File: src/rtl/majority_voter_seq_pkg.sv
// majority_pkg: shared helpers for the registered N-channel majority voter.
//   clog2     - counter width for a given saturation value
//   popcount  - number of set bits in a channel mask (up to 16 channels)
//   params_ok - legality of N / FAULT_LIMIT (N odd, 3..15; FAULT_LIMIT 1..255)
package majority_pkg;

   function automatic int clog2(input int v);
      int r;
      r = 0;
      while ((1 << r) < v) r++;
      return r;
   endfunction

   function automatic logic [4:0] popcount(input logic [15:0] v);
      logic [4:0] c;
      c = '0;
      for (int i = 0; i < 16; i++) c = c + {4'b0, v[i]};
      return c;
   endfunction

   function automatic bit params_ok(input int n, input int fault_limit);
      return (n >= 3) && (n <= 15) && (n % 2 == 1) &&
             (fault_limit >= 1) && (fault_limit <= 255);
   endfunction

endpackage

File: src/rtl/majority_voter_seq_if.sv
// majority_voter_seq_if: handshake/bus bundle of the majority voter.
//   master: in_valid, din[N][W], fault_clr out; voter results in
//   slave : the voter side (dout, out_valid, disagree, fault, tie, no_quorum out)
// Channel i of din is din[i], i.e. bits [i*W +: W] of the flat vector.
interface majority_voter_seq_if #(
   parameter int N = 5,
   parameter int W = 4
);
   logic                  in_valid;
   logic [N-1:0][W-1:0]   din;
   logic                  fault_clr;
   logic [W-1:0]          dout;
   logic                  out_valid;
   logic [N-1:0]          disagree;
   logic [N-1:0]          fault;
   logic                  tie;
   logic                  no_quorum;

   modport master (
      output in_valid, din, fault_clr,
      input  dout, out_valid, disagree, fault, tie, no_quorum
   );

   modport slave (
      input  in_valid, din, fault_clr,
      output dout, out_valid, disagree, fault, tie, no_quorum
   );
endinterface

File: src/rtl/majority_voter_seq_fault_ctr.sv
// majority_fault_ctr: one channel's consecutive-disagreement counter and
// sticky fault flag.
//   clk, rst : clock, synchronous active-high reset
//   en       : a vote with quorum happened this cycle
//   mis      : this channel disagreed with that vote
//   clr      : zero counter and flag (wins over an increment/fault set)
//   fault    : sticky flag, set on the edge the count reaches FAULT_LIMIT
module majority_fault_ctr
   import majority_pkg::*;
#(
   parameter int FAULT_LIMIT = 4
) (
   input  logic clk,
   input  logic rst,
   input  logic en,
   input  logic mis,
   input  logic clr,
   output logic fault
);
   localparam int            CW    = clog2(FAULT_LIMIT + 1);
   localparam logic [CW-1:0] LIMIT = CW'(FAULT_LIMIT);

   logic [CW-1:0] cnt, cnt_nxt;

   // An agreeing vote restarts the run; a disagreeing one saturates at LIMIT.
   always_comb begin
      cnt_nxt = '0;
      if (mis) cnt_nxt = (cnt == LIMIT) ? cnt : cnt + 1'b1;
   end

   always_ff @(posedge clk) begin
      if (rst || clr) begin
         cnt   <= '0;
         fault <= 1'b0;
      end else if (en) begin
         cnt <= cnt_nxt;
         if (cnt_nxt == LIMIT) fault <= 1'b1;
      end
   end
endmodule

File: src/rtl/majority_voter_seq.sv
// majority_voter_seq: registered N-channel bitwise majority voter with
// per-channel consecutive-disagreement fault tracking.
//   clk, rst : clock, synchronous active-high reset
//   bus      : majority_voter_seq_if.slave (in_valid, din, fault_clr in;
//              dout, out_valid, disagree, fault, tie, no_quorum out)
// Optional build macro FAULT_MASK_EN: faulted channels drop out of the vote
// and of disagree; tie / no_quorum become live. Without it every channel
// always votes, N is odd so tie and no_quorum are constant 0.
module majority_voter_seq
   import majority_pkg::*;
#(
   parameter int N           = 5,
   parameter int W           = 4,
   parameter int FAULT_LIMIT = 4
) (
   input  logic                    clk,
   input  logic                    rst,
   majority_voter_seq_if.slave     bus
);
   localparam int STAGES = 1;

   if (!params_ok(N, FAULT_LIMIT)) begin : g_bad_params
      $error("majority_voter_seq: N must be odd in 3..15, FAULT_LIMIT in 1..255");
   end

   logic [N-1:0]      active, fault, disagree_c, disagree_q, col;
   logic [4:0]        act_cnt, ones;
   logic [W-1:0]      vote_c, dout_q;
   logic              tie_c, nq_c, tie_q, nq_q, cnt_en;
   logic [STAGES:0]   vld_pipe;

`ifdef FAULT_MASK_EN
   // Mask comes from the registered fault flags, so a new fault only
   // affects votes after its own edge.
   assign active = ~fault;
   assign nq_c   = (act_cnt == 5'd0);
`else
   assign active = '1;
   assign nq_c   = 1'b0;
`endif
   assign act_cnt = popcount(16'(active));

   // Per bit: compare 2*ones with A; an exact split keeps the old dout bit.
   // With A == 0 every bit lands in the split case, so dout holds for free;
   // tie is only reported when there is a quorum.
   always_comb begin
      vote_c = dout_q;
      tie_c  = 1'b0;
      col    = '0;
      ones   = '0;
      for (int b = 0; b < W; b++) begin
         for (int i = 0; i < N; i++) col[i] = bus.din[i][b] & active[i];
         ones = popcount(16'(col));
         if ({ones, 1'b0} > {1'b0, act_cnt})      vote_c[b] = 1'b1;
         else if ({ones, 1'b0} < {1'b0, act_cnt}) vote_c[b] = 1'b0;
         else begin
`ifdef FAULT_MASK_EN
            if (!nq_c) tie_c = 1'b1;
`endif
         end
      end
   end

   always_comb begin
      disagree_c = '0;
      for (int i = 0; i < N; i++)
         disagree_c[i] = active[i] & (bus.din[i] != vote_c);
   end

   // A no-quorum vote leaves the counters untouched.
   assign cnt_en = bus.in_valid & ~nq_c;

   for (genvar i = 0; i < N; i++) begin : g_ch
      majority_fault_ctr #(.FAULT_LIMIT(FAULT_LIMIT)) u_ctr (
         .clk   (clk),
         .rst   (rst),
         .en    (cnt_en),
         .mis   (disagree_c[i]),
         .clr   (bus.fault_clr),
         .fault (fault[i])
      );
   end

   assign vld_pipe[0] = bus.in_valid;

   always_ff @(posedge clk) begin
      if (rst) begin
         vld_pipe[STAGES:1] <= '0;
         dout_q             <= '0;
         disagree_q         <= '0;
         tie_q              <= 1'b0;
         nq_q               <= 1'b0;
      end else begin
         vld_pipe[STAGES:1] <= vld_pipe[STAGES-1:0];
         tie_q              <= bus.in_valid & tie_c;
         nq_q               <= bus.in_valid & nq_c;
         if (bus.in_valid) begin
            dout_q     <= vote_c;
            disagree_q <= disagree_c;
         end
      end
   end

   assign bus.dout      = dout_q;
   assign bus.out_valid = vld_pipe[STAGES];
   assign bus.disagree  = disagree_q;
   assign bus.fault     = fault;
   assign bus.tie       = tie_q;
   assign bus.no_quorum = nq_q;
endmodule

File: src/flat_wrapper.sv
// flat-port wrapper written by rule: the top's interface ports become plain ports
module majority_voter_seq_flat import majority_pkg::*;
#(
   parameter int N           = 5,
   parameter int W           = 4,
   parameter int FAULT_LIMIT = 4
)
  (clk, rst, bus_in_valid, bus_din, bus_fault_clr, bus_dout, bus_out_valid, bus_disagree, bus_fault, bus_tie, bus_no_quorum);
  majority_voter_seq_if #(.N(N), .W(W)) bus_i ();
  input  logic clk;
  input  logic rst;
  input wire logic [$bits(bus_i.in_valid)-1:0] bus_in_valid;
  input wire logic [$bits(bus_i.din)-1:0] bus_din;
  input wire logic [$bits(bus_i.fault_clr)-1:0] bus_fault_clr;
  output wire logic [$bits(bus_i.dout)-1:0] bus_dout;
  output wire logic [$bits(bus_i.out_valid)-1:0] bus_out_valid;
  output wire logic [$bits(bus_i.disagree)-1:0] bus_disagree;
  output wire logic [$bits(bus_i.fault)-1:0] bus_fault;
  output wire logic [$bits(bus_i.tie)-1:0] bus_tie;
  output wire logic [$bits(bus_i.no_quorum)-1:0] bus_no_quorum;
  assign bus_i.in_valid = bus_in_valid;
  assign bus_i.din = bus_din;
  assign bus_i.fault_clr = bus_fault_clr;
  assign bus_dout = bus_i.dout;
  assign bus_out_valid = bus_i.out_valid;
  assign bus_disagree = bus_i.disagree;
  assign bus_fault = bus_i.fault;
  assign bus_tie = bus_i.tie;
  assign bus_no_quorum = bus_i.no_quorum;
  majority_voter_seq #(.N(N), .W(W), .FAULT_LIMIT(FAULT_LIMIT)) u_core (.clk(clk), .rst(rst), .bus(bus_i));
endmodule
File: config.mk
export PLATFORM = sky130hd
export DESIGN_NAME = majority_voter_seq_flat
export DESIGN_NICKNAME = d
export VERILOG_FILES = /design/src/rtl/majority_voter_seq_pkg.sv /design/src/rtl/majority_voter_seq_if.sv /design/src/rtl/majority_voter_seq_fault_ctr.sv /design/src/rtl/majority_voter_seq.sv /design/src/flat_wrapper.sv
export SDC_FILE = /design/constraint.sdc
export NUM_CORES = 1
export LEC_CHECK = 0
export ABC_CLOCK_PERIOD_IN_PS = 4300
export CORE_MARGIN = 2
export CORE_UTILIZATION = 40
export CTS_CLUSTER_DIAMETER = 150
export DETAILED_ROUTE_END_ITERATION = 10
export PLACE_DENSITY = 0.72
export SYNTH_ARGS = -nofsm -noshare
export SYNTH_HDL_FRONTEND = slang
export SYNTH_HIERARCHICAL = 1
export SYNTH_SLANG_ARGS = --single-unit
File: constraint.sdc
create_clock -name clk -period 4.3 [get_ports clk]
set_input_delay 0.86 -clock clk [delete_from_list [all_inputs] [get_ports clk]]
set_output_delay 0.86 -clock clk [all_outputs]
set_load 0.005 [all_outputs]
Yosys cells after proc, flatten, opt, wreduce, memory -nomap -nowiden
Index checks and enable logic that the tools add are counted.

Add/sub/neg operators: 21. $lt $le $gt $ge: 8. Divide/modulo/power cells: 0. Mux-type cells: 18. Bitwise operators: 0. Shifts and indexed selects: 0. Equality and inequality tests: 15. Reductions and logical operators: 6. Multiply operators: 0.

Operator list (number): $add A5 B1 Y5 (12); $eq A3 B3 Y1 const B (10); $mux W3 (10); $gt A6 B3 Y1 const B (4); $lt A6 B3 Y1 const B (4); $ne A4 B4 Y1 (5); $add A3 B1 Y3 const B (5); $reduce_and A2 Y1 (5); $add A1 B1 Y2 (4); $mux W1 (8); $logic_or A1 B1 Y1 (1).

Register bits: 30. Latch bits: 0. Memories: 0. Output and inout port bits: 17. Input bits: 24. Bits in writable memories: 0. ROM bits: 0.

Depth between registers and ports, before layout
Depth after elaboration: 11. Mapped depth: 13. Depth with buffers taken out: 12.

Hierarchy
Netlist, hierarchy kept.

Modules (own cells, without submodules): majority_fault_ctr (cells an instance 26, times used 5, sequential area each 80.1 sq um, area each 236.5 sq um); majority_voter_seq (cells an instance 118, times used 1, sequential area each 200.2 sq um, area each 1088.5 sq um).

Worst setup path after synthesis
Ideal clock, no wire load.

Path type: input port to flip-flop. From: input bus_din[1]. To: register u_core.g_ch[0].u_ctr.fault. Slack: 1.046 ns. Data required time: 4.183 ns. Data arrival time: 3.137 ns. Library setup time: 0.117 ns. Stages: 13. Cells stage by stage: fa_1 > inv_1 > fa_1 > inv_1 > ha_1 > nand2b_4 > buf_6 > a21oi_1 > nor4_4 > nand3_1 > nand2_2 > nor4b_2 > a32o_1.

Word-level cells in the longest chain between the ends: 11. Elaborated cells between the ends (all ways): 12.

Ends and longest elaborated chain: from (decl) (line flat_wrapper.sv:13) `input wire logic [$bits(bus_i.din)-1:0] bus_din;`; $add A1 B1 Y2 (line majority_voter_seq_pkg.sv:17) `for (int i = 0; i < 16; i++) c = c + {4'b0, v[i]};`; $add A5 B1 Y5 (3 in a row) (line majority_voter_seq_pkg.sv:17); $lt A6 B3 Y1 (line majority_voter_seq.sv:55) `else if ({ones, 1'b0} < {1'b0, act_cnt}) vote_c[b] = 1'b0;`; $mux W1 (line majority_voter_seq.sv:55); $mux W1 (line majority_voter_seq.sv:54) `if ({ones, 1'b0} > {1'b0, act_cnt}) vote_c[b] = 1'b1;`; $ne A4 B4 Y1 (*) (line majority_voter_seq.sv:67) `disagree_c[i] = active[i] & (bus.din[i] != vote_c);`; via u_core.disagree_c[0] (line majority_voter_seq.sv:26) `logic [N-1:0] active, fault, disagree_c, disagree_q, col;`; $mux W3 (*) (line majority_voter_seq_fault_ctr.sv:28) `if (mis) cnt_nxt = (cnt == LIMIT) ? cnt : cnt + 1'b1;`; $eq A3 B3 Y1 (*) (line majority_voter_seq_fault_ctr.sv:37) `if (cnt_nxt == LIMIT) fault <= 1'b1;`; $reduce_and A2 Y1 (no line) (*); to (signal assigned) (line majority_voter_seq_fault_ctr.sv:34) `fault <= 1'b0;`; to (signal assigned) (line majority_voter_seq_fault_ctr.sv:37); to (decl) (line majority_voter_seq_fault_ctr.sv:18) `output logic fault`.

Mark *: on every way through the listed nets, which the timed path passes. The rest lies on a longest branch. A chain may end at the register's enable or synchronous reset.

Final worst setup path
From: input bus_din[2]. To: register u_core.g_ch[2].u_ctr.cnt[0].

Word-level cells in the longest chain between the ends: 9. Elaborated cells between the ends (all ways): 10.

Ends and longest elaborated chain: $add A1 B1 Y2 (*) (line majority_voter_seq_pkg.sv:17); $add A5 B1 Y5 (*) (3 in a row) (line majority_voter_seq_pkg.sv:17); $lt A6 B3 Y1 (line majority_voter_seq.sv:55); $mux W1 (line majority_voter_seq.sv:55); $mux W1 (*) (line majority_voter_seq.sv:54); $ne A4 B4 Y1 (*) (line majority_voter_seq.sv:67); via u_core.disagree_c[2] (line majority_voter_seq.sv:26); $mux W3 (*) (line majority_voter_seq_fault_ctr.sv:28); to (signal assigned) (line majority_voter_seq_fault_ctr.sv:36) `cnt <= cnt_nxt;`; to (decl) (line majority_voter_seq_fault_ctr.sv:23) `logic [CW-1:0] cnt, cnt_nxt;`.

Marks and branches as above.

==> results.py <==
metrics = {
    "yosys": {
        "synth.distinct_cells": 35,
        "avgSynthCellArea_um2": 9.157,
        "synthArstFlopShare_pct": 0,
        "synth_top_family_by_area": "simple AND/OR/NAND/NOR gates",
        "synth-xor-area-share_pct": 5.785,
        "synth_simple_gate_area_share_pct": 28.15,
        "synth-compound-area-share_pct": 17.58,
        "synthAdderAreaFrac_pct": 14.77,
        "synthMuxAreaShare_pct": 0,
        "syn_inst": 248,
        "synth-edff-count": 0,
        "synth_area_um2": 2271,
        "ys_seq_area_share_pct": 26.45,
        "yosys_register_bits": 30,
        "synthFlopType": "dfxtp_1",
        "yosys_warnings": 6,
    },
    "place": {
        "hpwl_um": 3621,
        "io_buffers": 38,
        "place.gp.congestion": 0.8114,
        "placedCellCount": 351,
        "pre_cts_slack_ps": 284.4,
    },
    "critical_path": {
        "worstPathArrival_ps": 3880,
        "critical_path.cell_chain": "clkdlybuf4s50_1, fa_1, inv_1, fa_1, inv_1, ha_1, nand2b_4, a21oi_1, nor4_1, nand3_1, nand3_1, a21oi_1, o21a_1",
        "rr_startpoint": "u_core/g_ch[2].u_ctr/cnt[0]",
        "r2r_setup_slack_ps": 2970,
        "critical_path.top_delay_family": "adder cells",
        "cpMaxStageDelayCell": "fa_1",
        "cp-start-kind": "input pin",
        "cp-end-kind": "flip-flop",
        "cp_max_fo": 4,
        "path_buf_inv": 3,
        "cp_slowest_stage_delay_ps": 560,
        "worstPathRequired_ps": 4470,
        "critPathLaunch": "bus_din[2]",
        "reg2reg_depth": 5,
        "worst-setup-path-type": "in2reg",
        "reg2reg_to": "u_core/g_ch[2].u_ctr/cnt[2]",
    },
    "final_layout": {
        "nets": 332,
        "diodes": 0,
        "drive_gt1_share_pct": 11.89,
        "syn2layout_area_growth_pct": 21.87,
        "final_util_pct": 50.26,
        "stdcell_count": 358,
    },
    "grt": {
        "grt_max_degree": 50,
        "grt-ovfl-total": 0,
        "grt_pass1_vias": 1779,
        "grt_pass1_wl_um": 7700,
        "grt_usage_pct": 15.44,
        "antenna_found_initial": 0,
    },
    "clocking": {
        "cts_tree": "done",
        "cts-resized-gates": 0,
        "worstSkewPairLatency_ps": 270,
        "cts_sinks": 30,
        "cts_buffers": 5,
        "post_cts_buffers": 0,
        "cts_hold_buf": 0,
        "cts_buffer_depth": 2,
        "clockRootBuffer": "clkbuf_8",
        "htree_levels": 2,
        "clk_pin_slew_ps": 60,
    },
    "detailed_routing": {
        "first_iter_violations": 81,
        "drt-total-wl_um": 4541,
        "routed_via_density": 5.204,
        "drt_first_pass_iters": 4,
        "wire_per_inst_um": 12.68,
        "ant_nets": 0,
        "vias": 1863,
        "drc": 0,
    },
    "power": {
        "vdd_drop_max_uv": 145.4,
        "pwr_density_cell_nw_per_um2": 290.8,
        "p_leak_nw": 1.078,
    },
    "sta": {
        "max_freq_mhz": 269.3,
        "tightest_slew_ps": 883.5,
        "final.min_clock_period_ps": 3713,
        "finalWorstSetupSlack_ps": 586.6,
        "setup_viol": 0,
        "slew_viol_final": 0,
        "hold_viol": 0,
        "finClkSkew_ps": 1.287,
        "fin_crit_sh_pct": 86.36,
        "rsz0062_at_grt": "false",
        "maxSlewHeadroom_pct": 41.10,
        "fin_setup_tns_ps": 0,
    },
    "die": {
        "start_util_pct": 41.24,
        "core_um2": 5507,
        "die_height_um": 79.35,
        "die-area_um2": 6296,
        "row_count": 27,
        "num_io_pins": 41,
        "die_w_um": 79.35,
    },
    "job": {
        "maxCapViolCount": 0,
    },
    "worst_hold_path": {
        "hold_path_end": "u_core/g_ch[0].u_ctr/fault",
        "min_from": "u_core/g_ch[0].u_ctr/fault",
        "min_path_cells": 1,
        "hp-class": "reg2reg",
    },
    "outcome": {
        "status": "complete, no violations",
    },
}
how the worst max path moves through the flow:
stage	end	depth (start not counted)
3_5_place_dp	u_core/g_ch[2].u_ctr/cnt[1]	13
5_1_grt	u_core/g_ch[2].u_ctr/cnt[1]	13
2_1_floorplan	u_core/g_ch[0].u_ctr/fault	13
3_3_place_gp	u_core/g_ch[2].u_ctr/cnt[0]	13
4_1_cts	u_core/g_ch[2].u_ctr/cnt[1]	13
6_report	u_core/g_ch[2].u_ctr/cnt[0]	13
synth_stat cells (6+ instances only):
master | n | area share, %
ha_1 | 14 | 7.7
inv_1 | 30 | 5.0
xor2_1 | 6 | 2.3
nand2_1 | 10 | 1.7
nand3_1 | 15 | 3.3
and2_1 | 8 | 2.2
fa_1 | 8 | 7.1
dfxtp_1 | 30 | 26
xnor2_1 | 9 | 3.5
a21oi_1 | 20 | 4.4
and3_1 | 6 | 1.7
nor2_1 | 14 | 2.3
sequential cells by signal, indices dropped and copies added, names as in the netlist:
name                     flops
u_core/g_ch.u_ctr/cnt       15
u_core/bus.disagree          5
u_core/g_ch.u_ctr/fault      5
u_core/bus.dout              4
u_core/bus.out_valid         1
report_power, final:
group | internal [mW] | switching (mW) | total [mW]
sequential | 0.292 | 0.0100 | 0.302
combinational | 0.141 | 0.156 | 0.298
clock | 0.111 | 0.0945 | 0.206
total | 0.544 | 0.261 | 0.805
layer usage:
| layer | vias up | track usage [%] | wire, um | share of wire [%] |
|---|---|---|---|---|
| met3 | 5 | 3.295 | 209 | 4.6 |
| met2 | 43 | 26.95 | 2224 | 49 |
| met5 | - | 0 | 0 | 0 |
| met4 | 0 | 5.172 | 47 | 1.0 |
| met1 | 867 | 18.78 | 2059 | 45 |
| li1 | 948 | - | - | - |
worst register-to-register path, delay by kind of cell (launching register included):
family / cells / cell delay (ps)
and+or+nand+nor: 2 / 240
buffers and inverters: 1 / 90
AOI/OAI and AO/OA: 1 / 360
adders and majority gates: 1 / 190
DFF: 1 / 350
logic make-up after synthesis:
logic type      count (synthesis)
simple gates                   88
buf+inv                        38
flops                          30
other cells                     1
compound gates                 54
xor+xnor                       15
fa+ha+maj                      22
final cells by class:
type                    instances  area (um^2)
well taps                      72        90.09
fillers                       528         2739
inverters                      30        112.6
clock buffers                   7        76.32
multi-input cells             181         1513
flip-flops and latches         30        600.6
repair buffers                 38        375.4
stage by stage:
step	total power [mW]	instance area [um^2]	hold WS, ps
finish	0.8049	2768	462.3
global route	0.8613	2768	479.8
CTS	0.8190	2768	469.3
detailed placement	0.6064	2691	455.0
global placement	0.6004	2691	449.9
floorplan	0.5236	2275	465.7
cells in the final DEF (no fill, tap or decap), drive strengths merged, types with 6 or more instances in the layout:
master,count
clkbuf,7
ha,14
inv,30
and3,10
fa,8
nand3,15
nor2,14
nand2,15
dfxtp,30
clkdlybuf4s50,37
a21oi,20
xnor2,9
and2,9
xor2,6
(Power assumes the default switching activity.)
